## config.mk

```make
export PLATFORM = sky130hd
export DESIGN_NAME = csr_file
export DESIGN_NICKNAME = d
export VERILOG_FILES = /design/src/rtl/csr_pkg.sv /design/src/rtl/csr_timer.sv /design/src/rtl/csr_file.sv
export SDC_FILE = /design/constraint.sdc
export NUM_CORES = 1
export LEC_CHECK = 0
export BUFFER_PORTS_ARGS = -buffer_cell sky130_fd_sc_hd__buf_4
export CAP_MARGIN = 20
export CORE_MARGIN = 5
export CORE_UTILIZATION = 58
export CTS_CLUSTER_DIAMETER = 80
export DETAILED_ROUTE_END_ITERATION = 10
export PLACE_DENSITY_LB_ADDON = 0.3
export SYNTH_ARGS = -nofsm -noshare
export SYNTH_HDL_FRONTEND = slang
export SYNTH_SLANG_ARGS = --single-unit
```

## constraint.sdc

```tcl
create_clock -name clk -period 12.2 [get_ports clk]
set_input_delay 0 -clock clk [delete_from_list [all_inputs] [get_ports clk]]
set_output_delay 0 -clock clk [all_outputs]
set_load 0.05 [all_outputs]
```

## src/rtl/csr_pkg.sv

```systemverilog
`default_nettype none
// csr_pkg: CSR addresses, field positions and write masks for csr_file.
// Rev 1.0
package csr_pkg;
  localparam logic [13:0] CSR_CRMD   = 14'h000;
  localparam logic [13:0] CSR_PRMD   = 14'h001;
  localparam logic [13:0] CSR_ECFG   = 14'h004;
  localparam logic [13:0] CSR_ESTAT  = 14'h005;
  localparam logic [13:0] CSR_ERA    = 14'h006;
  localparam logic [13:0] CSR_BADV   = 14'h007;
  localparam logic [13:0] CSR_EENTRY = 14'h00C;
  localparam logic [13:0] CSR_SAVE0  = 14'h030;
  localparam logic [13:0] CSR_TID    = 14'h040;
  localparam logic [13:0] CSR_TCFG   = 14'h041;
  localparam logic [13:0] CSR_TVAL   = 14'h042;
  localparam logic [13:0] CSR_TICLR  = 14'h044;

  localparam int PLV_LO  = 0;
  localparam int PLV_HI  = 1;
  localparam int IE_BIT  = 2;
  localparam int DA_BIT  = 3;
  localparam int PG_BIT  = 4;
  localparam int DATF_LO = 5;
  localparam int DATF_HI = 6;
  localparam int DATM_LO = 7;
  localparam int DATM_HI = 8;

  localparam int PPLV_LO = 0;
  localparam int PPLV_HI = 1;
  localparam int PIE_BIT = 2;

  localparam int LIE_LO  = 0;
  localparam int LIE_HI  = 12;

  localparam int IS_LO      = 0;
  localparam int IS_HI      = 12;
  localparam int IS_SW_HI   = 1;
  localparam int IS_HW_LO   = 2;
  localparam int IS_HW_HI   = 9;
  localparam int IS_RSVD    = 10;
  localparam int IS_TI_BIT  = 11;
  localparam int IS_IPI_BIT = 12;
  localparam int ECODE_LO   = 16;
  localparam int ECODE_HI   = 21;
  localparam int ESUB_LO    = 22;
  localparam int ESUB_HI    = 30;

  localparam int TCFG_EN_BIT  = 0;
  localparam int TCFG_PER_BIT = 1;
  localparam int TCFG_INIT_LO = 2;

  localparam logic [31:0] CRMD_RESET   = 32'h0000_0008;
  localparam logic [31:0] CRMD_WMASK   = 32'h0000_01FF;
  localparam logic [31:0] PRMD_WMASK   = 32'h0000_0007;
  localparam logic [31:0] ECFG_WMASK   = 32'h0000_1BFF;
  localparam logic [31:0] EENTRY_WMASK = 32'hFFFF_FFC0;

  function automatic logic [31:0] masked_write(input logic [31:0] old_val,
                                               input logic [31:0] wdata,
                                               input logic [31:0] mask);
    return (old_val & ~mask) | (wdata & mask);
  endfunction
endpackage
`default_nettype wire

```

## src/rtl/csr_timer.sv

```systemverilog
`default_nettype none
// csr_timer: TVAL countdown with load-on-TCFG-write, periodic reload and expiry pulse.
// Rev 1.0
module csr_timer #(
  parameter int TIMER_WIDTH = 32
) (
  input  logic                   clk,
  input  logic                   reset,
  input  logic                   tcfg_we,
  input  logic                   new_en,
  input  logic [TIMER_WIDTH-3:0] new_initval,
  input  logic                   en,
  input  logic                   periodic,
  input  logic [TIMER_WIDTH-3:0] initval,
  output logic [TIMER_WIDTH-1:0] tval,
  output logic                   timer_fire
);
  // A TCFG write takes priority, so a load on the 1->0 edge suppresses the pulse.
  assign timer_fire = en && !tcfg_we && (tval == TIMER_WIDTH'(1));

  always_ff @(posedge clk or posedge reset) begin
    if (reset) begin
      tval <= '1;
    end else if (tcfg_we) begin
      if (new_en) tval <= {new_initval, 2'b00};
    end else if (en) begin
      if (tval != '0)    tval <= tval - TIMER_WIDTH'(1);
      else if (periodic) tval <= {initval, 2'b00};
    end
  end
endmodule
`default_nettype wire

```

## src/rtl/csr_file.sv

```systemverilog
`default_nettype none
// csr_file: privilege/exception/timer CSRs with masked write, exception entry, ertn and interrupts.
// Rev 1.0
module csr_file
  import csr_pkg::*;
#(
  parameter int TIMER_WIDTH = 32,
  parameter int SAVE_NUM    = 4,
  parameter int HW_INT_NUM  = 8
) (
  input  logic                  clk,
  input  logic                  reset,
  input  logic [13:0]           csr_raddr,
  output logic [31:0]           csr_rdata,
  input  logic                  csr_wr_en,
  input  logic [13:0]           csr_waddr,
  input  logic [31:0]           csr_wdata,
  input  logic [31:0]           csr_wmask,
  input  logic                  excp_valid,
  input  logic [5:0]            excp_ecode,
  input  logic [8:0]            excp_esubcode,
  input  logic [31:0]           excp_pc,
  input  logic                  excp_badv_we,
  input  logic [31:0]           excp_badv,
  input  logic                  ertn_valid,
  input  logic [HW_INT_NUM-1:0] hw_int,
  input  logic                  ipi_int,
  output logic                  int_req,
  output logic [31:0]           excp_entry,
  output logic [31:0]           ertn_pc,
  output logic [1:0]            crmd_plv,
  output logic                  crmd_da,
  output logic                  crmd_pg
);
  localparam logic [31:0] TCFG_MASK =
    (TIMER_WIDTH >= 32) ? 32'hFFFF_FFFF : ((32'h1 << TIMER_WIDTH) - 32'h1);

  logic [31:0] crmd, prmd, ecfg, era, badv, eentry, tid, tcfg;
  logic [12:0] estat_is;
  logic [5:0]  estat_ecode;
  logic [8:0]  estat_esub;
  logic [31:0] save [SAVE_NUM];
  logic [TIMER_WIDTH-1:0] tval;
  logic        timer_fire;
  logic [7:0]  hw_pad;
  logic [31:0] tcfg_wval;

  function automatic logic hit(input logic [13:0] a);
    return csr_wr_en && (csr_waddr == a);
  endfunction

  always_comb begin
    hw_pad = '0;
    hw_pad[HW_INT_NUM-1:0] = hw_int;
  end

  // Exception/ertn assignments come last so they win over a same-cycle write.
  always_ff @(posedge clk or posedge reset) begin
    if (reset) begin
      crmd <= CRMD_RESET;
      prmd <= '0;
    end else begin
      if (hit(CSR_CRMD)) crmd <= masked_write(crmd, csr_wdata, csr_wmask) & CRMD_WMASK;
      if (hit(CSR_PRMD)) prmd <= masked_write(prmd, csr_wdata, csr_wmask) & PRMD_WMASK;
      if (excp_valid) begin
        crmd[PLV_HI:PLV_LO]   <= 2'b00;
        crmd[IE_BIT]          <= 1'b0;
        prmd[PPLV_HI:PPLV_LO] <= crmd[PLV_HI:PLV_LO];
        prmd[PIE_BIT]         <= crmd[IE_BIT];
      end else if (ertn_valid) begin
        crmd[PLV_HI:PLV_LO] <= prmd[PPLV_HI:PPLV_LO];
        crmd[IE_BIT]        <= prmd[PIE_BIT];
      end
    end
  end

  always_ff @(posedge clk or posedge reset) begin
    if (reset) begin
      ecfg   <= '0;
      era    <= '0;
      badv   <= '0;
      eentry <= '0;
      tid    <= '0;
    end else begin
      if (hit(CSR_ECFG))   ecfg   <= masked_write(ecfg, csr_wdata, csr_wmask) & ECFG_WMASK;
      if (hit(CSR_EENTRY)) eentry <= masked_write(eentry, csr_wdata, csr_wmask) & EENTRY_WMASK;
      if (hit(CSR_TID))    tid    <= masked_write(tid, csr_wdata, csr_wmask);
      if (hit(CSR_ERA))    era    <= masked_write(era, csr_wdata, csr_wmask);
      if (hit(CSR_BADV))   badv   <= masked_write(badv, csr_wdata, csr_wmask);
      if (excp_valid)                 era  <= excp_pc;
      if (excp_valid && excp_badv_we) badv <= excp_badv;
    end
  end

  // Timer set beats a same-cycle TICLR clear.
  always_ff @(posedge clk or posedge reset) begin
    if (reset) begin
      estat_is    <= '0;
      estat_ecode <= '0;
      estat_esub  <= '0;
    end else begin
      if (hit(CSR_ESTAT))
        estat_is[IS_SW_HI:IS_LO] <= (estat_is[IS_SW_HI:IS_LO] & ~csr_wmask[IS_SW_HI:IS_LO])
                                  | (csr_wdata[IS_SW_HI:IS_LO] & csr_wmask[IS_SW_HI:IS_LO]);
      estat_is[IS_HW_HI:IS_HW_LO] <= hw_pad;
      estat_is[IS_RSVD]           <= 1'b0;
      estat_is[IS_IPI_BIT]        <= ipi_int;
      estat_is[IS_TI_BIT]         <= timer_fire |
        (estat_is[IS_TI_BIT] & ~(hit(CSR_TICLR) & csr_wdata[0] & csr_wmask[0]));
      if (excp_valid) begin
        estat_ecode <= excp_ecode;
        estat_esub  <= excp_esubcode;
      end
    end
  end

  always_ff @(posedge clk or posedge reset) begin
    if (reset) begin
      for (int i = 0; i < SAVE_NUM; i++) save[i] <= '0;
    end else begin
      for (int i = 0; i < SAVE_NUM; i++)
        if (hit(CSR_SAVE0 + 14'(i))) save[i] <= masked_write(save[i], csr_wdata, csr_wmask);
    end
  end

  assign tcfg_wval = masked_write(tcfg, csr_wdata, csr_wmask) & TCFG_MASK;

  always_ff @(posedge clk or posedge reset) begin
    if (reset)               tcfg <= '0;
    else if (hit(CSR_TCFG))  tcfg <= tcfg_wval;
  end

  csr_timer #(.TIMER_WIDTH(TIMER_WIDTH)) u_timer (
    .clk         (clk),
    .reset       (reset),
    .tcfg_we     (hit(CSR_TCFG)),
    .new_en      (tcfg_wval[TCFG_EN_BIT]),
    .new_initval (tcfg_wval[TIMER_WIDTH-1:TCFG_INIT_LO]),
    .en          (tcfg[TCFG_EN_BIT]),
    .periodic    (tcfg[TCFG_PER_BIT]),
    .initval     (tcfg[TIMER_WIDTH-1:TCFG_INIT_LO]),
    .tval        (tval),
    .timer_fire  (timer_fire)
  );

  always_comb begin
    csr_rdata = '0;
    case (csr_raddr)
      CSR_CRMD:   csr_rdata = crmd;
      CSR_PRMD:   csr_rdata = prmd;
      CSR_ECFG:   csr_rdata = ecfg;
      CSR_ESTAT:  csr_rdata = {1'b0, estat_esub, estat_ecode, 3'b000, estat_is};
      CSR_ERA:    csr_rdata = era;
      CSR_BADV:   csr_rdata = badv;
      CSR_EENTRY: csr_rdata = eentry;
      CSR_TID:    csr_rdata = tid;
      CSR_TCFG:   csr_rdata = tcfg;
      CSR_TVAL:   csr_rdata = 32'(tval);
      CSR_TICLR:  csr_rdata = '0;
      default: begin
        for (int i = 0; i < SAVE_NUM; i++)
          if (csr_raddr == CSR_SAVE0 + 14'(i)) csr_rdata = save[i];
      end
    endcase
  end

  assign int_req    = crmd[IE_BIT] & |(estat_is & ecfg[LIE_HI:LIE_LO]);
  assign excp_entry = eentry;
  assign ertn_pc    = era;
  assign crmd_plv   = crmd[PLV_HI:PLV_LO];
  assign crmd_da    = crmd[DA_BIT];
  assign crmd_pg    = crmd[PG_BIT];
endmodule
`default_nettype wire

```

==> summary.txt <==
Worst setup path
  – Slowest-stage cell, CP: nand4_1
  – WS Path Type: reg -> reg
  – Worst path cell trace: inv_1 > ha_1 > or3b_2 > nor4_2 > buf_4 > nand4_1 > buf_4 > o221ai_1 > nor2_1 > a211o_1
  – Max incr delay on CP: 0.52 ns
  – Crit end category: register
  – Crit Path Max Fanout: 15
  – WP data required: 12.67 ns
  – Most used cell, CP: buf_4
  – CP Data Arrival Time: 3.75 ns
  – Startpoint class of the critical path: register

Synthesis
  – Share of the synthesized area in the top cell type: 42.0%
  – #FFs+latches synth: 365
  – Post-synth EDFFs: 0
  – Synthesized cell area: 0.0198 sq mm
  – Dominant synthesized flop cell: dfrtp_1
  – Avg Cell Area, Syn: 10.3 sq um
  – Dominant cell type by area after synthesis: dfrtp_1
  – Syn Inst Count: 1924
  – Area contributors post-synth: dfrtp_1, mux2_2, nand2_1
  – Ys async rst share: 100%
  – Sequential element share of the synthesized area: 46.4%
  – Distinct cells, synth: 69
  – Ys Warns: 0

Timing
  – Max_slew headroom: 29.3%
  – Final Hold Vio Count: 0
  – Final period utilization: 26.9%
  – WHS: 0.0387 ns
  – Worst-margin pin slew: 1.06 ns
  – Max-slew violations: 0
  – Max Freq: 0.304 GHz
  – Skew final: 0.0163 ns
  – Final setup fails: 0
  – Setup TNS: 0 ns
  – RSZ-0062 raised after global routing: no
  – Min Tclk post-route: 3.28 ns

Floorplan
  – Die height: 195 microns
  – Core ar.: 0.0336 sq mm
  – Die Span X: 195 microns
  – Io pins: 287
  – Initial Util: 58.8%
  – Row count: 67
  – Die Area: 0.0379 sq mm

CTS
  – H-tree depth: 2
  – Clock Sinks: 365
  – Worst-skew pair later-pin latency: 0.54 ns
  – TritonCTS clock tree: done
  – TritonCTS Buffers: 41
  – CTS Root Cell: clkbuf_16
  – Worst-path clk slew: 0.06 ns
  – Longest Clk Path Bufs: 3

Detailed routing
  – Initial DRC Count: 1852
  – Routed wire per std cell: 24.4 microns
  – Via count: 18500
  – Drc violations: 0
  – DR vias/cell: 6.48
  – Final wirelength: 69600 microns
  – Routed Antenna Nets: 0
  – DRT Pass-1 Iters: 7

Layout
  – Fin nets: 2562
  – Most frequent cells in the layout: nand2_1, dfrtp_1, buf_4
  – Fraction of layout cells with a size suffix above 1: 30.0%
  – P&R area growth vs syn: 32.6%
  – Design Area, Final: 0.0262 sq mm
  – Most common cell after layout, fill and taps aside: nand2_1

Place
  – Hpwl dp: 39900 microns
  – Number of port buffers: 280
  – Post-DP Area: 0.0221 sq mm
  – RePlAce Congestion: 0.868

Global route
  – First-pass GRT wire length: 110000 microns
  – All-Layer GR Usage: 35.8%
  – Remaining global-route overflow: 0
  – Initial antenna violation count: 1
  – Vias in the first global route: 19500
  – Pin count of the biggest net entering global routing: 179

Power
  – Leakage power: 12.2 nW
  – Power per cell area: 111 mW/mm^2
  – Peak supply drop: 0.000105 V

Run
  – Max_cap viols: 0

Worst hold path
  – Worst hold-check path type: in -> reg

Run status
  – Status: complete, no violations
synth_stat cells, types with 9 or more instances:
cell type and n:
nand3_1 34, o21ai_0 113, a22oi_1 41, dfstp_2 33, buf_4 9, a222oi_1 21
mux4_2 32, nand2_1 414, a22o_1 24, nor2b_1 11, nor2_1 43, inv_1 11
buf_1 21, mux2_2 248, dfrtp_1 332, a21oi_1 46, clkbuf_1 145, nor3_1 19
o211ai_1 22, nor4_1 13, nand4_1 21, mux2i_1 104, o21a_1 16, a31oi_1 9
nor3b_1 12
worst max-delay path, delay by kind of cell (launching register included):
kind,cells,cell delay [ns]
fa+ha+maj,1,0.20
simple gates,4,1.29
compound gates,2,0.55
buf+inv,3,0.77
flops,1,0.39
per-layer routing:
| metal | GRT usage (%) | wire length (microns) |
|---|---|---|
| met3 | 8.21 | 6910 |
| met5 | 0 | 0 |
| met2 | 57.9 | 33100 |
| met1 | 46.7 | 26700 |
| met4 | 15.6 | 2950 |
stage by stage:
stage | power [mW] | std cells | utilization (%) | setup WS, ns
final | 2.92 | 2856 | 78.0 | 8.92
after global routing | 3.00 | 2855 | 78.0 | 8.72
after CTS | 2.91 | 2854 | 78.0 | 8.96
after detailed placement | 1.55 | 2507 | 65.7 | 8.98
after global placement | 1.54 | 2507 | 65.7 | 9.04
after floorplan | 1.44 | 1929 | - | 2.12
report_power, final:
part           leakage (nW)  internal, mW  switching, mW
logic                  6.65         0.159          0.191
registers              4.81          1.24         0.0253
clock network         0.715         0.787          0.513
cell type report:
type	instances	area [sq um]
clock buffer	62	1280
tap	448	561
fill	2047	7390
inverter	11	48.8
timing repair buffer	582	5060
multi-input combinational	1373	9950
antenna	1	2.50
sequential	365	9180
clock inverter	14	151
kinds of logic after synthesis:
family | after synthesis | synth area share [%]
buffers and inverters | 191 | 3.83
AOI/OAI and AO/OA | 356 | 12.2
xor gates and xnor gates | 6 | 0.266
muxes | 388 | 23.3
and+or+nand+nor | 615 | 13.9
DFF | 365 | 46.4
adders and majority gates | 2 | 0.127
other | 1 | 0.0190
path summary, 6_finish.rpt:
path / from / end / slack (ns) / cells after the start
max: u_timer.tval[1] / u_timer.tval[15] / 8.92 / 10
min: csr_waddr[5] / estat_is[11] / 0.04 / 4
max reg2reg: u_timer.tval[1] / u_timer.tval[15] / 8.92 / 10
min reg2reg: register / register / 0.50 / 1
max in group asynchronous: reset / estat_ecode[0] / 10.48 / 4
min in group asynchronous: reset / asynchronous set/reset pin / 0.19 / 3
timing repair:
action,in CTS,in global routing
setup endpoints to repair,0,0
hold buffers,271,0
resized for setup,0,0
hold endpoints to repair,456,0
setup buffers,0,0
No activity file was read; power rests on OpenSTA's default activity.
